### src/rtl/sync_fifo_param_pkg.sv
// Shared constants and sizing helpers for the parametrised synchronous FIFO.
package fifo_pkg;

  localparam int FIFO_DEF_WIDTH = 8;
  localparam int FIFO_DEF_DEPTH = 16;

  function automatic int fifo_aw(input int depth);
    return $clog2(depth);
  endfunction

  function automatic bit fifo_is_pow2(input int depth);
    return (depth >= 2) && ((depth & (depth - 1)) == 0);
  endfunction

endpackage

### src/rtl/sync_fifo_param_if.sv
// FIFO producer/consumer bundle; master drives wr/din/rd, slave is the FIFO itself.
interface sync_fifo_param_if
  import fifo_pkg::*;
#(
  parameter int WIDTH = FIFO_DEF_WIDTH,
  parameter int DEPTH = FIFO_DEF_DEPTH
);

  logic                     wr;
  logic [WIDTH-1:0]         din;
  logic                     rd;
  logic [WIDTH-1:0]         dout;
  logic                     full;
  logic                     empty;
  logic                     almost_full;
  logic                     almost_empty;
  logic [fifo_aw(DEPTH):0]  count;
  logic                     overflow;
  logic                     underflow;

  modport master (
    output wr, din, rd,
    input  dout, full, empty, almost_full, almost_empty, count, overflow, underflow
  );

  modport slave (
    input  wr, din, rd,
    output dout, full, empty, almost_full, almost_empty, count, overflow, underflow
  );

endinterface

### src/rtl/sync_fifo_param_ram.sv
// DEPTH x WIDTH storage: one synchronous write port, one asynchronous read port.
module fifo_ram #(
  parameter int WIDTH = 8,
  parameter int DEPTH = 16,
  parameter int AW    = 4
) (
  input  logic             clk,
  input  logic             we,
  input  logic [AW-1:0]    waddr,
  input  logic [WIDTH-1:0] wdata,
  input  logic [AW-1:0]    raddr,
  output logic [WIDTH-1:0] rdata
);

  logic [WIDTH-1:0] mem [DEPTH];

  always_ff @(posedge clk) begin
    if (we) mem[waddr] <= wdata;
  end

  assign rdata = mem[raddr];

endmodule

### src/rtl/sync_fifo_param.sv
// Single-clock FIFO: registered dout one cycle after pop, or fall-through head when FIFO_FWFT_EN is defined.
// Flags decode the registered count; rejected pushes/pops raise a one-cycle overflow/underflow pulse.
module sync_fifo_param
  import fifo_pkg::*;
#(
  parameter int WIDTH    = FIFO_DEF_WIDTH,
  parameter int DEPTH    = FIFO_DEF_DEPTH,
  parameter int AF_LEVEL = 14,
  parameter int AE_LEVEL = 2
) (
  input logic              clk,
  input logic              rst,
  sync_fifo_param_if.slave bus
);

  localparam int AW = fifo_aw(DEPTH);
  localparam logic [AW:0] FULL_C = (AW+1)'(DEPTH);
  localparam logic [AW:0] AF_C   = (AW+1)'(AF_LEVEL);
  localparam logic [AW:0] AE_C   = (AW+1)'(AE_LEVEL);

  if (!fifo_is_pow2(DEPTH)) begin : g_bad_depth
    $fatal(1, "sync_fifo_param: DEPTH must be a power of 2 and >= 2");
  end
  if (AF_LEVEL < 1 || AF_LEVEL > DEPTH) begin : g_bad_af
    $fatal(1, "sync_fifo_param: AF_LEVEL out of range 1..DEPTH");
  end
  if (AE_LEVEL < 0 || AE_LEVEL > DEPTH - 1) begin : g_bad_ae
    $fatal(1, "sync_fifo_param: AE_LEVEL out of range 0..DEPTH-1");
  end

  logic [AW-1:0]    wptr;
  logic [AW-1:0]    rptr;
  logic [AW:0]      cnt;
  logic [WIDTH-1:0] rdata;
  logic             full_w;
  logic             empty_w;
  logic             push;
  logic             pop;
  logic             ovf_q;
  logic             udf_q;

  // Occupancy alone decides full/empty, so equal pointers are never ambiguous.
  assign full_w  = (cnt == FULL_C);
  assign empty_w = (cnt == '0);
  assign push    = bus.wr && !full_w;
  assign pop     = bus.rd && !empty_w;

  fifo_ram #(
    .WIDTH (WIDTH),
    .DEPTH (DEPTH),
    .AW    (AW)
  ) u_ram (
    .clk   (clk),
    .we    (push && !rst),
    .waddr (wptr),
    .wdata (bus.din),
    .raddr (rptr),
    .rdata (rdata)
  );

  always_ff @(posedge clk) begin
    if (rst) begin
      wptr  <= '0;
      rptr  <= '0;
      cnt   <= '0;
      ovf_q <= 1'b0;
      udf_q <= 1'b0;
    end else begin
      if (push) wptr <= wptr + 1'b1;
      if (pop)  rptr <= rptr + 1'b1;
      case ({push, pop})
        2'b10:   cnt <= cnt + 1'b1;
        2'b01:   cnt <= cnt - 1'b1;
        default: cnt <= cnt;
      endcase
      ovf_q <= bus.wr && full_w;
      udf_q <= bus.rd && empty_w;
    end
  end

`ifdef FIFO_FWFT_EN
  assign bus.dout = empty_w ? '0 : rdata;
`else
  logic [WIDTH-1:0] dout_q;

  always_ff @(posedge clk) begin
    if (rst)      dout_q <= '0;
    else if (pop) dout_q <= rdata;
  end

  assign bus.dout = dout_q;
`endif

  assign bus.full         = full_w;
  assign bus.empty        = empty_w;
  assign bus.almost_full  = (cnt >= AF_C);
  assign bus.almost_empty = (cnt <= AE_C);
  assign bus.count        = cnt;
  assign bus.overflow     = ovf_q;
  assign bus.underflow    = udf_q;

endmodule

### src/flat_wrapper.sv
// flat-port wrapper written by rule: the top's interface ports become plain ports
module sync_fifo_param_flat import fifo_pkg::*;
#(
  parameter int WIDTH    = FIFO_DEF_WIDTH,
  parameter int DEPTH    = FIFO_DEF_DEPTH,
  parameter int AF_LEVEL = 14,
  parameter int AE_LEVEL = 2
)
  (clk, rst, bus_wr, bus_din, bus_rd, bus_dout, bus_full, bus_empty, bus_almost_full, bus_almost_empty, bus_count, bus_overflow, bus_underflow);
  sync_fifo_param_if #(.WIDTH(WIDTH), .DEPTH(DEPTH)) bus_i ();
  input logic clk;
  input logic rst;
  input wire logic [$bits(bus_i.wr)-1:0] bus_wr;
  input wire logic [$bits(bus_i.din)-1:0] bus_din;
  input wire logic [$bits(bus_i.rd)-1:0] bus_rd;
  output wire logic [$bits(bus_i.dout)-1:0] bus_dout;
  output wire logic [$bits(bus_i.full)-1:0] bus_full;
  output wire logic [$bits(bus_i.empty)-1:0] bus_empty;
  output wire logic [$bits(bus_i.almost_full)-1:0] bus_almost_full;
  output wire logic [$bits(bus_i.almost_empty)-1:0] bus_almost_empty;
  output wire logic [$bits(bus_i.count)-1:0] bus_count;
  output wire logic [$bits(bus_i.overflow)-1:0] bus_overflow;
  output wire logic [$bits(bus_i.underflow)-1:0] bus_underflow;
  assign bus_i.wr = bus_wr;
  assign bus_i.din = bus_din;
  assign bus_i.rd = bus_rd;
  assign bus_dout = bus_i.dout;
  assign bus_full = bus_i.full;
  assign bus_empty = bus_i.empty;
  assign bus_almost_full = bus_i.almost_full;
  assign bus_almost_empty = bus_i.almost_empty;
  assign bus_count = bus_i.count;
  assign bus_overflow = bus_i.overflow;
  assign bus_underflow = bus_i.underflow;
  sync_fifo_param #(.WIDTH(WIDTH), .DEPTH(DEPTH), .AF_LEVEL(AF_LEVEL), .AE_LEVEL(AE_LEVEL)) u_core (.clk(clk), .rst(rst), .bus(bus_i));
endmodule
### config.mk
export PLATFORM = sky130hd
export DESIGN_NAME = sync_fifo_param_flat
export DESIGN_NICKNAME = d
export VERILOG_FILES = /design/src/rtl/sync_fifo_param_pkg.sv /design/src/rtl/sync_fifo_param_if.sv /design/src/rtl/sync_fifo_param_ram.sv /design/src/rtl/sync_fifo_param.sv /design/src/flat_wrapper.sv
export SDC_FILE = /design/constraint.sdc
export NUM_CORES = 1
export LEC_CHECK = 0
export ABC_AREA = 0
export CAP_MARGIN = 25
export CORE_MARGIN = 8
export CORE_UTILIZATION = 55
export CTS_BUF_LIST = sky130_fd_sc_hd__clkbuf_16
export CTS_CLUSTER_SIZE = 24
export DETAILED_ROUTE_END_ITERATION = 8
export PLACE_DENSITY = 0.85
export SETUP_SLACK_MARGIN = 0.15
export SLEW_MARGIN = 20
export SYNTH_ARGS = -nofsm -noshare
export SYNTH_HDL_FRONTEND = slang
export SYNTH_SLANG_ARGS = --single-unit
export TNS_END_PERCENT = 10
### constraint.sdc
create_clock -name clk -period 4.45 [get_ports clk]
set_input_delay 0.445 -clock clk [delete_from_list [all_inputs] [get_ports clk]]
set_output_delay 0.445 -clock clk [all_outputs]
set_load 0.02 [all_outputs]
==> out/qor.yml <==
logic_synthesis:
  ys_seq_area_share_pct: 70.2
  synth_area_sq_um: 6130
  yosysUniqueCellTypes: 46
  synthTopCellsByArea: "edfxtp_1, mux4_2, dfxtp_1, mux2i_1, nor2_1"
  synth_top_area_cell: "edfxtp_1"
  yosysTopAreaCellShare_pct: 62.7
  synth_seq_cells: 151
  async_reset_ff_share_pct: 0
  synth_flop_cell: "edfxtp_1"
  syn_avg_cell_area_sq_um: 17.7
  yosys_warnings: 0
  syn_nets: 366
  synth-edff-count: 128
  synth_cells: 346
drt:
  vias: 3260
  viasPerCell: 6.08
  drc: 0
  drtPass1Iterations: 5
  drt_iter0_drc: 391
  totalWireLength_um: 12000
  antenna_left: 0
  avgRoutedWirePerCell_um: 22.4
die:
  die_h_um: 122
  core_sq_um: 10800
  dieArea_sq_um: 14800
  initial_core_util_pct: 56.5
  rows: 38
  io_pins: 31
  chipWidth_um: 122
cts:
  clkSinkCount: 151
  cts_resized: 0
  cts_tree: "built"
  cts_setup_buffers: 0
  clk_root_buffer_cell: "clkbuf_16"
  clk_pin_slew_ns: 0.06
  insertion_delay_ns: 0.41
  h-tree-depth: 4
  postCtsHoldBufs: 0
  cts_made_buffers: 17
  clockBufferDepth: 2
setup_path:
  cp_max_fo: 11
  path_class: "register to register"
  crit_arrival_ns: 3.33
  worstSetupEndpointType: "register"
  required_ns: 4.75
  crit_path_start_kind: "register"
sta:
  min_period_over_period_pct: 68.2
  final.setup.tns_ns: 0
  worstMarginPinSlew_ns: 0.934
  slew_violations: 0
  finalSetupViolCount: 0
  period_minus_slack_ns: 3.04
  slew_headroom_pct: 37.5
  fmax_mhz: 329
  rsz0062_at_grt: "no"
  fin_worst_skew_ns: 0.00764
  worst_slack_ns: 1.41
  hold_violations: 0
job:
  drv_cap: 0
cells_and_area:
  num_antenna_cells: 0
  fillers: 707
  syn_to_final_growth_pct: 16.6
  final_cell_mix: "edfxtp_1, mux4_2, clkdlybuf4s50_1"
  drive_gt1_share_pct: 21.2
  final_nets: 403
  final_common_cell: "edfxtp_1"
place:
  place.gp.congestion: 0.779
  place_hpwl_um: 7270
  place_ws_ns: 1.32
  io_buffer_count: 30
power:
  ir_drop_uv: 446
  power_density_nw_per_um2: 559
  p_leak_nw: 2.37
grt:
  grt_pass1_wl_um: 19000
  grt_use_total_pct: 17.5
  grt_max_degree: 35
  overflow: 0
  antenna_found_initial: 0
  grt_pass1_vias: 3430
min_path:
  min_path_type: "register to register"
outcome:
  status: "complete, no violations"
## cells in the mapped netlist (all sizes together) (5+ instances only)
master  instances
ha              8
nor3            7
buf            14
dfxtp          23
clkbuf          6
mux2i          17
inv             8
o221ai          8
nand3b         10
nand2          17
mux4           32
edfxtp        128
nor2           28
xor2            6
a21oi           5
## stage by stage
| stage | hold slack (ns) | utilization (%) | power, mW | std cells | instance area, sq um |
|---|---|---|---|---|---|
| 2_1_floorplan | 0.504 | - | 2.34 | 346 | 6130 |
| 4_1_cts | 0.523 | 65.7 | 4.00 | 535 | 7120 |
| 6_report | 0.531 | 65.9 | 3.99 | 536 | 7140 |
| 3_5_place_dp | 0.498 | 60.5 | 2.65 | 503 | 6550 |
| 5_1_grt | 0.567 | 65.9 | 4.15 | 536 | 7140 |
| 3_3_place_gp | 0.508 | 60.4 | 2.61 | 503 | 6550 |
## kinds of logic (layout without fill, tap and decap cells)
| group | after synthesis | in the layout | share of synthesized area [%] |
|---|---|---|---|
| AOI/OAI and AO/OA | 22 | 22 | 2.96 |
| xor gates and xnor gates | 9 | 9 | 1.29 |
| adders and majority gates | 8 | 8 | 1.63 |
| buffers and inverters | 29 | 79 | 2.29 |
| DFF | 151 | 151 | 70.2 |
| muxes | 49 | 49 | 14.5 |
| and+or+nand+nor | 78 | 78 | 7.06 |
## metal layers
metal	up-vias	global-route usage, %	part of all wire, %
li1	1434	-	-
met1	1669	20.4	40
met2	130	29.0	51
met3	27	5.88	6.3
met4	0	7.48	2.3
met5	-	0	0
## worst paths after layout
| path | startpoint | end | slack (ns) | cells past startpoint |
|---|---|---|---|---|
| max reg2reg | u_core.bus.count[2] | u_core.bus.count[4] | 1.41 | 12 |
| min | u_core.bus.dout[0] | u_core.bus.dout[0] | 0.53 | 2 |
| max | u_core.bus.count[2] | u_core.bus.count[4] | 1.41 | 12 |
| min reg2reg | u_core.bus.dout[0] | u_core.bus.dout[0] | 0.53 | 2 |
## power by group
group          switching, mW  total [mW]  leakage [nW]  internal [mW]
combinational          0.470       0.892         0.728          0.422
clock                  0.512        1.35         0.302          0.843
sequential             0.128        1.74          1.34           1.62
total                   1.11        3.99          2.37           2.88
## state kept, by name, indices dropped and copies added (netlist names)
name	count
u_core.bus.overflow	1
u_core.wptr	4
u_core.bus.count	5
u_core.rptr	4
u_core.bus.underflow	1
u_core.u_ram.mem	128
u_core.bus.dout	8
## worst max-delay path, cell delays in order (launching register included)
cell	delay (ns)
dfxtp_1	0.41
nor3_1	0.28
nand2_1	0.14
nand2_1	0.35
inv_2	0.14
ha_1	0.32
xor2_1	0.18
ha_1	0.19
inv_1	0.10
nand2_1	0.06
a31o_2	0.25
and2_1	0.13
a2111o_1	0.37
## final cells by class
| class | instances | area (sq um) | share of cell area [%] |
|---|---|---|---|
| inverters | 9 | 35.0 | 0.490 |
| repair buffers | 38 | 373 | 5.22 |
| clock buffers | 18 | 450 | 6.31 |
| clock inverters | 14 | 119 | 1.66 |
| well taps | 140 | 175 | 2.45 |
| multi-input cells | 166 | 1680 | 23.6 |
| flip-flops and latches | 151 | 4310 | 60.3 |
Note: power is estimated with default switching activity, not from simulation.
